## src/rtl/find_my_best.sv

```systemverilog
// find_my_best
//   Walks the node's shared data memory looking for every neighbour whose
//   chID list contains target_ch. Among those it picks the one with the
//   highest Q-value (ties keep the lowest index), then writes the winning
//   neighbour ID (or 16'hFFFF if nothing matched) to A_BEST.
//
// Ports
//   clock      rising-edge system clock
//   rst        asynchronous active-high reset
//   en         block enable; start is ignored while low
//   start      begin a search (sampled only when idle)
//   target_ch  CH ID to look for, latched on start acceptance
//   data_in    memory read data, valid the cycle after address is driven
//   address    registered memory byte address
//   wr_en      registered memory write strobe
//   data_out   registered memory write data
//   best_id    winning neighbour ID, 16'hFFFF if none
//   best_q     winning Q-value, 0 if none
//   found      at least one neighbour matched
//   busy       high from start acceptance until the done pulse
//   done       one-cycle completion pulse
module find_my_best #(
   parameter int unsigned        WORD_W    = 16,
   parameter int unsigned        ADDR_W    = 11,
   parameter int unsigned        MAX_NBR   = 8,
   parameter int unsigned        MAX_CHID  = 8,
   parameter logic [ADDR_W-1:0]  A_NCOUNT  = 11'h274,
   parameter logic [ADDR_W-1:0]  A_CHIDCNT = 11'h278,
   parameter logic [ADDR_W-1:0]  A_CHIDS   = 11'h172,
   parameter logic [ADDR_W-1:0]  A_QVAL    = 11'h052,
   parameter logic [ADDR_W-1:0]  A_NID     = 11'h002,
   parameter logic [ADDR_W-1:0]  A_BEST    = 11'h276
) (
   input  logic              clock,
   input  logic              rst,
   input  logic              en,
   input  logic              start,
   input  logic [WORD_W-1:0] target_ch,
   input  logic [WORD_W-1:0] data_in,
   output logic [ADDR_W-1:0] address,
   output logic              wr_en,
   output logic [WORD_W-1:0] data_out,
   output logic [WORD_W-1:0] best_id,
   output logic [WORD_W-1:0] best_q,
   output logic              found,
   output logic              busy,
   output logic              done
);

   localparam int unsigned NW = $clog2(MAX_NBR + 1);
   localparam int unsigned CW = $clog2(MAX_CHID + 1);

   typedef enum logic [3:0] {
      S_IDLE, S_RD_NCNT, S_RD_CCNT, S_RD_CHID, S_RD_Q,
      S_RD_NID, S_NEXT, S_WR_BEST, S_DONE
   } state_t;

   state_t            state, state_nx;
   logic [NW-1:0]     i, i_nx, ncount, ncount_nx;
   logic [CW-1:0]     k, k_nx, ccount, ccount_nx;
   logic [WORD_W-1:0] target, target_nx, q, q_nx;
   logic [ADDR_W-1:0] address_nx;
   logic              wr_en_nx, found_nx, busy_nx, done_nx, go_wr;
   logic [WORD_W-1:0] data_out_nx, best_id_nx, best_q_nx;

   logic [NW-1:0]     i_inc, ncnt_clamp;
   logic [CW-1:0]     k_inc, ccnt_clamp;

   assign i_inc      = i + 1'b1;
   assign k_inc      = k + 1'b1;
   assign ncnt_clamp = (data_in > WORD_W'(MAX_NBR))  ? NW'(MAX_NBR)  : NW'(data_in);
   assign ccnt_clamp = (data_in > WORD_W'(MAX_CHID)) ? CW'(MAX_CHID) : CW'(data_in);

   function automatic logic [ADDR_W-1:0] chid_addr(input logic [NW-1:0] ii,
                                                   input logic [CW-1:0] kk);
      return A_CHIDS + (ADDR_W'(ii) << 4) + (ADDR_W'(kk) << 1);
   endfunction

   function automatic logic [ADDR_W-1:0] word_addr(input logic [ADDR_W-1:0] base,
                                                   input logic [NW-1:0]     ii);
      return base + (ADDR_W'(ii) << 1);
   endfunction

   always_ff @(posedge clock or posedge rst) begin
      if (rst) begin
         state    <= S_IDLE;
         i        <= '0;
         k        <= '0;
         ncount   <= '0;
         ccount   <= '0;
         target   <= '0;
         q        <= '0;
         address  <= '0;
         wr_en    <= 1'b0;
         data_out <= '0;
         best_id  <= '1;
         best_q   <= '0;
         found    <= 1'b0;
         busy     <= 1'b0;
         done     <= 1'b0;
      end else begin
         state    <= state_nx;
         i        <= i_nx;
         k        <= k_nx;
         ncount   <= ncount_nx;
         ccount   <= ccount_nx;
         target   <= target_nx;
         q        <= q_nx;
         address  <= address_nx;
         wr_en    <= wr_en_nx;
         data_out <= data_out_nx;
         best_id  <= best_id_nx;
         best_q   <= best_q_nx;
         found    <= found_nx;
         busy     <= busy_nx;
         done     <= done_nx;
      end
   end

   // Every output is the registered image of its *_nx value, so each state
   // sets up the address/strobes that the following state will observe.
   always_comb begin
      state_nx    = state;
      i_nx        = i;
      k_nx        = k;
      ncount_nx   = ncount;
      ccount_nx   = ccount;
      target_nx   = target;
      q_nx        = q;
      address_nx  = address;
      wr_en_nx    = 1'b0;
      done_nx     = 1'b0;
      data_out_nx = data_out;
      best_id_nx  = best_id;
      best_q_nx   = best_q;
      found_nx    = found;
      busy_nx     = busy;
      go_wr       = 1'b0;

      case (state)
         S_IDLE: begin
            if (en && start) begin
               target_nx  = target_ch;
               found_nx   = 1'b0;
               best_q_nx  = '0;
               best_id_nx = '1;
               busy_nx    = 1'b1;
               address_nx = A_NCOUNT;
               state_nx   = S_RD_NCNT;
            end
         end
         S_RD_NCNT: begin
            ncount_nx = ncnt_clamp;
            i_nx      = '0;
            if (ncnt_clamp == '0) begin
               go_wr = 1'b1;
            end else begin
               address_nx = A_CHIDCNT;
               state_nx   = S_RD_CCNT;
            end
         end
         S_RD_CCNT: begin
            ccount_nx = ccnt_clamp;
            k_nx      = '0;
            if (ccnt_clamp == '0) begin
               state_nx = S_NEXT;
            end else begin
               address_nx = chid_addr(i, '0);
               state_nx   = S_RD_CHID;
            end
         end
         S_RD_CHID: begin
            if (data_in == target) begin
               address_nx = word_addr(A_QVAL, i);
               state_nx   = S_RD_Q;
            end else begin
               k_nx = k_inc;
               if (k_inc == ccount) begin
                  state_nx = S_NEXT;
               end else begin
                  address_nx = chid_addr(i, k_inc);
               end
            end
         end
         S_RD_Q: begin
            q_nx = data_in;
            // Strict compare: an equal Q later in the list never displaces the holder.
            if (!found || (data_in > best_q)) begin
               address_nx = word_addr(A_NID, i);
               state_nx   = S_RD_NID;
            end else begin
               state_nx = S_NEXT;
            end
         end
         S_RD_NID: begin
            best_id_nx = data_in;
            best_q_nx  = q;
            found_nx   = 1'b1;
            state_nx   = S_NEXT;
         end
         S_NEXT: begin
            i_nx = i_inc;
            if (i_inc == ncount) begin
               go_wr = 1'b1;
            end else begin
               address_nx = word_addr(A_CHIDCNT, i_inc);
               state_nx   = S_RD_CCNT;
            end
         end
         S_WR_BEST: begin
            done_nx  = 1'b1;
            busy_nx  = 1'b0;
            state_nx = S_DONE;
         end
         S_DONE: begin
            state_nx = S_IDLE;
         end
         default: begin
            state_nx    = S_IDLE;
            address_nx  = '0;
            data_out_nx = '0;
            busy_nx     = 1'b0;
         end
      endcase

      if (go_wr) begin
         address_nx  = A_BEST;
         data_out_nx = found ? best_id : '1;
         wr_en_nx    = 1'b1;
         state_nx    = S_WR_BEST;
      end
   end

endmodule
```

## config.mk

```make
export PLATFORM = sky130hd
export DESIGN_NAME = find_my_best
export DESIGN_NICKNAME = d
export VERILOG_FILES = /design/src/rtl/find_my_best.sv
export SDC_FILE = /design/constraint.sdc
export NUM_CORES = 1
export LEC_CHECK = 0
export ABC_AREA = 0
export CAP_MARGIN = 5
export CORE_MARGIN = 4
export CORE_UTILIZATION = 45
export CTS_BUF_LIST = sky130_fd_sc_hd__clkbuf_4 sky130_fd_sc_hd__clkbuf_8
export CTS_CLUSTER_DIAMETER = 80
export CTS_CLUSTER_SIZE = 40
export DETAILED_ROUTE_END_ITERATION = 8
export PLACE_DENSITY = 0.69
export SLEW_MARGIN = 20
export SYNTH_ARGS = -nofsm -noshare
export SYNTH_HDL_FRONTEND = slang
export SYNTH_SLANG_ARGS = --single-unit
```

## constraint.sdc

```tcl
create_clock -name clock -period 5.1 [get_ports clock]
set_clock_uncertainty 0.2 [all_clocks]
set_input_delay 1.02 -clock clock [delete_from_list [all_inputs] [get_ports clock]]
set_output_delay 1.02 -clock clock [all_outputs]
set_load 0.02 [all_outputs]
```

Word-level counts from Yosys, hierarchy flattened
Cells that the tools add are included.
- register bits after elaboration: 115
- input port bits: 36
- $add $sub $neg: 7
- magnitude comparators: 2
- eq/ne operators: 22
- muxes and demuxes: 38
- bitwise gates (word level): 1
- reduce and logical (&&, ||, !) cells: 17
- operator list (kind ; count):
    11-bit two-way mux ; 8
    16-bit two-way mux ; 5
    11-bit case mux with 7 select lines ; 1
    16-bit case mux with 2 select lines ; 2
    4-bit two-way mux ; 8
    4-bit case mux with 8 select lines ; 1
    16-bit == test ; 1
    4-bit by 3-bit == test with 1-bit output, second input constant ; 4
    16-bit > comparator ; 1
    16-bit by 4-bit > comparator with 1-bit output, second input constant ; 1
    4-bit case mux with 2 select lines ; 2
    3-bit inequality test, second input constant ; 5
    10-bit by 5-bit adder with 11-bit output ; 1
    10-bit by 5-bit adder with 11-bit output, first input constant ; 1
    9-bit by 8-bit adder with 10-bit output, first input constant ; 1
    9-bit OR reduction ; 1
    4-bit by 1-bit adder with 4-bit output, second input constant ; 2
    7-bit by 5-bit adder with 8-bit output, first input constant ; 1
    4-bit by 2-bit == test with 1-bit output, second input constant ; 2
    4-bit == test ; 2
    4-bit logical NOT ; 2
    4-bit inequality test, second input constant ; 2
    2-bit AND reduction ; 4
    7-bit AND reduction ; 1
    other kinds (17) ; 28

Depth between registers and ports, before layout
- depth in word-level cells: 7
- depth in mapped cells: 11

Least setup slack after synthesis
OpenSTA, ideal clock, no wires.
- kind: in2reg
- start point: input data_in[14]
- end point: register address[1]
- setup time: 0.125 ns
- arrival time: 2.794 ns
- path slack: 1.982 ns
- stages: 7
- buffers on the path: 0
- cells stage by stage: ha_1 nand4_1 nor4_1 a211o_1 a21oi_1 a211oi_4 mux2_2
- cells in the longest elaborated chain, start to end: 7
- ends and longest elaborated chain (element ; line ; text):
    start, declared ; 39 ; input logic [WORD_W-1:0] data_in,
    16-bit by 4-bit > comparator with 1-bit output ; 71, 72 ;
    4-bit two-way mux ; 71, 72 ;
    4-bit logical NOT ; 155, 165 ;
    1-bit two-way mux ; 155 ; if (ncnt_clamp == '0) begin
    1-bit case mux with 2 select lines ; 140 ; case (state)
    4-bit inequality test (no source line), or another cell as far along ; - ;
    7-bit AND reduction (no source line) ; - ;
    end signal, assigned ; 109 ; address <= address_nx;
    end, declared ; 40 ; output logic [ADDR_W-1:0] address,
Several ways; a longest one is shown, not always the timed one.
A chain may end at the register's enable or synchronous reset.

Final worst setup path
- start point: input data_in[3]
- end point: register address[3]
Same word-level chain as after synthesis.

==> results.yml <==
status:
  status: "finished, final reports clean"
synth:
  synth_edf_count: 0
  synth_top_cell_area_share_pct: 41.5
  synth_area_leaders: "dfrtp_1 (42%), nand2_1 (7.2%), dfstp_2 (7.1%), mux2_2 (5.0%), ha_1 (4.9%)"
  postSynthNetCount: 691
  syn_area_per_cell_um2: 9.35
  synth_flop_cell: "dfrtp_1"
  synth_top_cell_by_area: "dfrtp_1"
  synthArstFlopShare_pct: 100
  synth_seq_cells: 114
  syn_area_um2: 5910
  yosysUniqueCellTypes: 50
  ys_seq_area_share_pct: 48.6
  synthCells: 632
  yosys_warnings: 0
die:
  io_pins: 99
  rows: 41
  die_width_um: 123
  core_area_um2: 12700
  die_area_um2: 15000
  start_util_pct: 46.4
  die_h_um: 123
final_layout:
  final_cell_area_um2: 7350
  diodes: 0
  final_layout_size_suffix_gt1_share_pct: 12.2
  final_nets: 774
  multi_input_area_um2: 2690
  nFillCells: 1147
  area_delta_synth_final_pct: 24.5
  regArea_um2: 2870
clock_network:
  cts_hold_buf: 0
  cts.sinks: 114
  clk_pin_slew_ns: 0.07
  htreeDepth: 4
  cts_tree: "yes"
  postCtsSetupBuffers: 0
  cts.path.max_buffers: 2
  clock_latency_ns: 0.45
  cts_root_buf: "clkbuf_8"
  ctsResizeCount: 0
  cts_buffers: 17
route:
  drtAntennaViolNets: 0
  vias: 4839
  drt_iter0_drc: 405
  wl_per_cell_um: 17.0
  remaining_drc_errors: 0
  routed_wl_um: 15300
  dr.pass1.iters: 8
  viasPerCell: 5.38
setup_path:
  reg2regPathDepth: 7
  regToRegEndpoint: "address[3]"
  timing.rr.start: "target[13]"
  cp-start-kind: "input port"
  cp_slowest_stage_delay_ns: 0.56
  critPathArrivalTime_ns: 4.05
  required_ns: 5.22
  path_class: "in -> reg"
  r2r_slack_ns: 1.96
  critical_path.cell_chain: "clkdlybuf4s50_1 > xor2_1 > nor4_1 > nand4_1 > nand2b_2 > inv_2 > a211oi_4 > mux2_2"
  crit_family: "simple AND/OR/NAND/NOR gates"
  path_max_fanout: 14
  critPathBufInv: 2
  cp_slowest_cell: "clkdlybuf4s50_1"
  end_kind: "flip-flop"
worst_hold_path:
  hp-class: "reg -> reg"
  min-delay-start: "q[9]"
  hold_depth: 2
  holdPathEnd: "best_q[9]"
timing:
  worstMarginPinSlew_ns: 1.10
  finalHoldViolations: 0
  timing.slew.headroom_pct: 26.2
  slew_violations: 0
  setup_viol: 0
  fin_setup_tns_ns: 0
  fmax_ghz: 0.254
  fin_crit_sh_pct: 77.1
  rsz0062_at_grt: "no"
  finalCriticalPeriod_ns: 3.93
placement:
  port_buffers: 97
  place_congestion: 0.933
  placed_area_um2: 6970
  place_hpwl_um: 10800
power_and_ir_drop:
  p_sw_share_pct: 40.4
  pwr-share-comb_pct: 46.4
  seqPwrFrac_pct: 36.0
  power_leakage_nw: 3.28
  p_clk_share_pct: 17.6
  powerDensity_nw_per_um2: 641
  ir_drop_mv: 0.245
  p_sw_mw: 1.91
  intPower_mw: 2.81
flow_run:
  drv_cap: 0
global_routing:
  gr-total-overflow: 0
  grt_pass1_vias: 4716
  globalRouteTotalUtil_pct: 21.4
  grt_max_degree: 66
  grt_pass1_wl_um: 25000
  antenna_found_initial: 0
-- worst max-delay path by stage --
stage | slack, ns | start | to | cells past startpoint
floorplan | 0.89 | rst | address[10] | 1
global route | 0.97 | data_in[3] | address[3] | 8
detailed placement | 0.72 | data_in[3] | address[3] | 8
finish | 1.17 | data_in[3] | address[3] | 8
global placement | 0.78 | data_in[3] | address[4] | 8
CTS | 1.19 | data_in[3] | address[3] | 8
-- area by class of cell --
cell class | instances | share of cell area (%)
Clock buffer | 19 | 3.39
Clock inverter | 13 | 1.87
Inverter | 45 | 2.33
Multi-Input combinational cell | 434 | 36.6
Sequential cell | 114 | 39.1
Tap cell | 172 | 2.93
Timing Repair Buffer | 103 | 13.8
-- cell usage in the layout (no fill, tap or decap), types with 4 or more instances in the layout --
cell,count
nand4_1,5
nor3_1,5
clkdlybuf4s50_1,97
dfrtp_1,98
clkinv_2,4
or3_1,4
inv_1,43
dfstp_2,16
nand2b_1,6
a31oi_1,21
clkbuf_8,17
a21o_1,5
nand3_1,10
o31ai_1,15
ha_1,23
buf_4,6
nor4_1,9
xnor2_1,11
mux2_2,26
nor2_1,39
o21ai_0,40
a21oi_1,40
nand2_1,113
xor2_1,25
-- routing by layer --
metal | vias to the layer above | GRT usage (%) | wire (um)
li1 | 2323 | - | -
met1 | 2323 | 31.5 | 7250
met3 | 21 | 5.12 | 990
met2 | 172 | 30.5 | 6740
met5 | - | 0 | 0
met4 | 0 | 8.40 | 299
-- cell usage after synthesis, types with 11 or more instances --
cell      number
ha_1          23
xor2_1        25
nor2_1        40
clkbuf_1      23
o21ai_0       40
xnor2_1       11
mux2_2        26
inv_1         44
a21oi_1       40
o31ai_1       15
a31oi_1       21
dfstp_2       16
dfrtp_1       98
nand2_1      113
-- per-stage QoR --
step                utilization, %  hold WS, ns  instances  power (mW)  setup slack [ns]
floorplan                        -        0.245        632        3.06             0.891
global placement              54.8        0.255        868        3.84             0.780
detailed placement            54.8        0.269        868        3.90             0.717
CTS                           57.8        0.278        900        4.74              1.19
global route                  57.8        0.305        900        5.05             0.968
finish                        57.8        0.277        900        4.72              1.17
-- kinds of logic after synthesis --
family / Yosys count / share of synthesized area, %
flops: 114 / 48.6
simple gates: 205 / 15.1
compound gates: 141 / 14.6
other cells: 1 / 0.0635
xor+xnor: 36 / 5.34
fa+ha+maj: 23 / 4.87
mux: 28 / 5.30
buf+inv: 84 / 6.04
-- registers in the layout, indices dropped and copies added (netlist names) --
signal,cells
found,1
best_q,16
wr_en,1
ccount,4
k,4
busy,1
ncount,4
i,4
target,16
q,16
state,4
address,10
data_out,16
best_id,16
done,1
-- worst min-delay path, stage by stage (launching register included) --
cell     delay [ns]
dfrtp_1        0.35
nand2_1        0.05
o31ai_1        0.05
-- power by group through the flow --
stage / Combinational, mW / Clock [mW] / Sequential (mW)
final: 2.19 / 0.831 / 1.70
after global routing: 2.40 / 0.894 / 1.76
after CTS: 2.20 / 0.848 / 1.70
after detailed placement: 2.19 / 0 / 1.70
after global placement: 2.15 / 0 / 1.70
after floorplan: 1.23 / 0 / 1.83
Power figures use the tool's default switching activity.
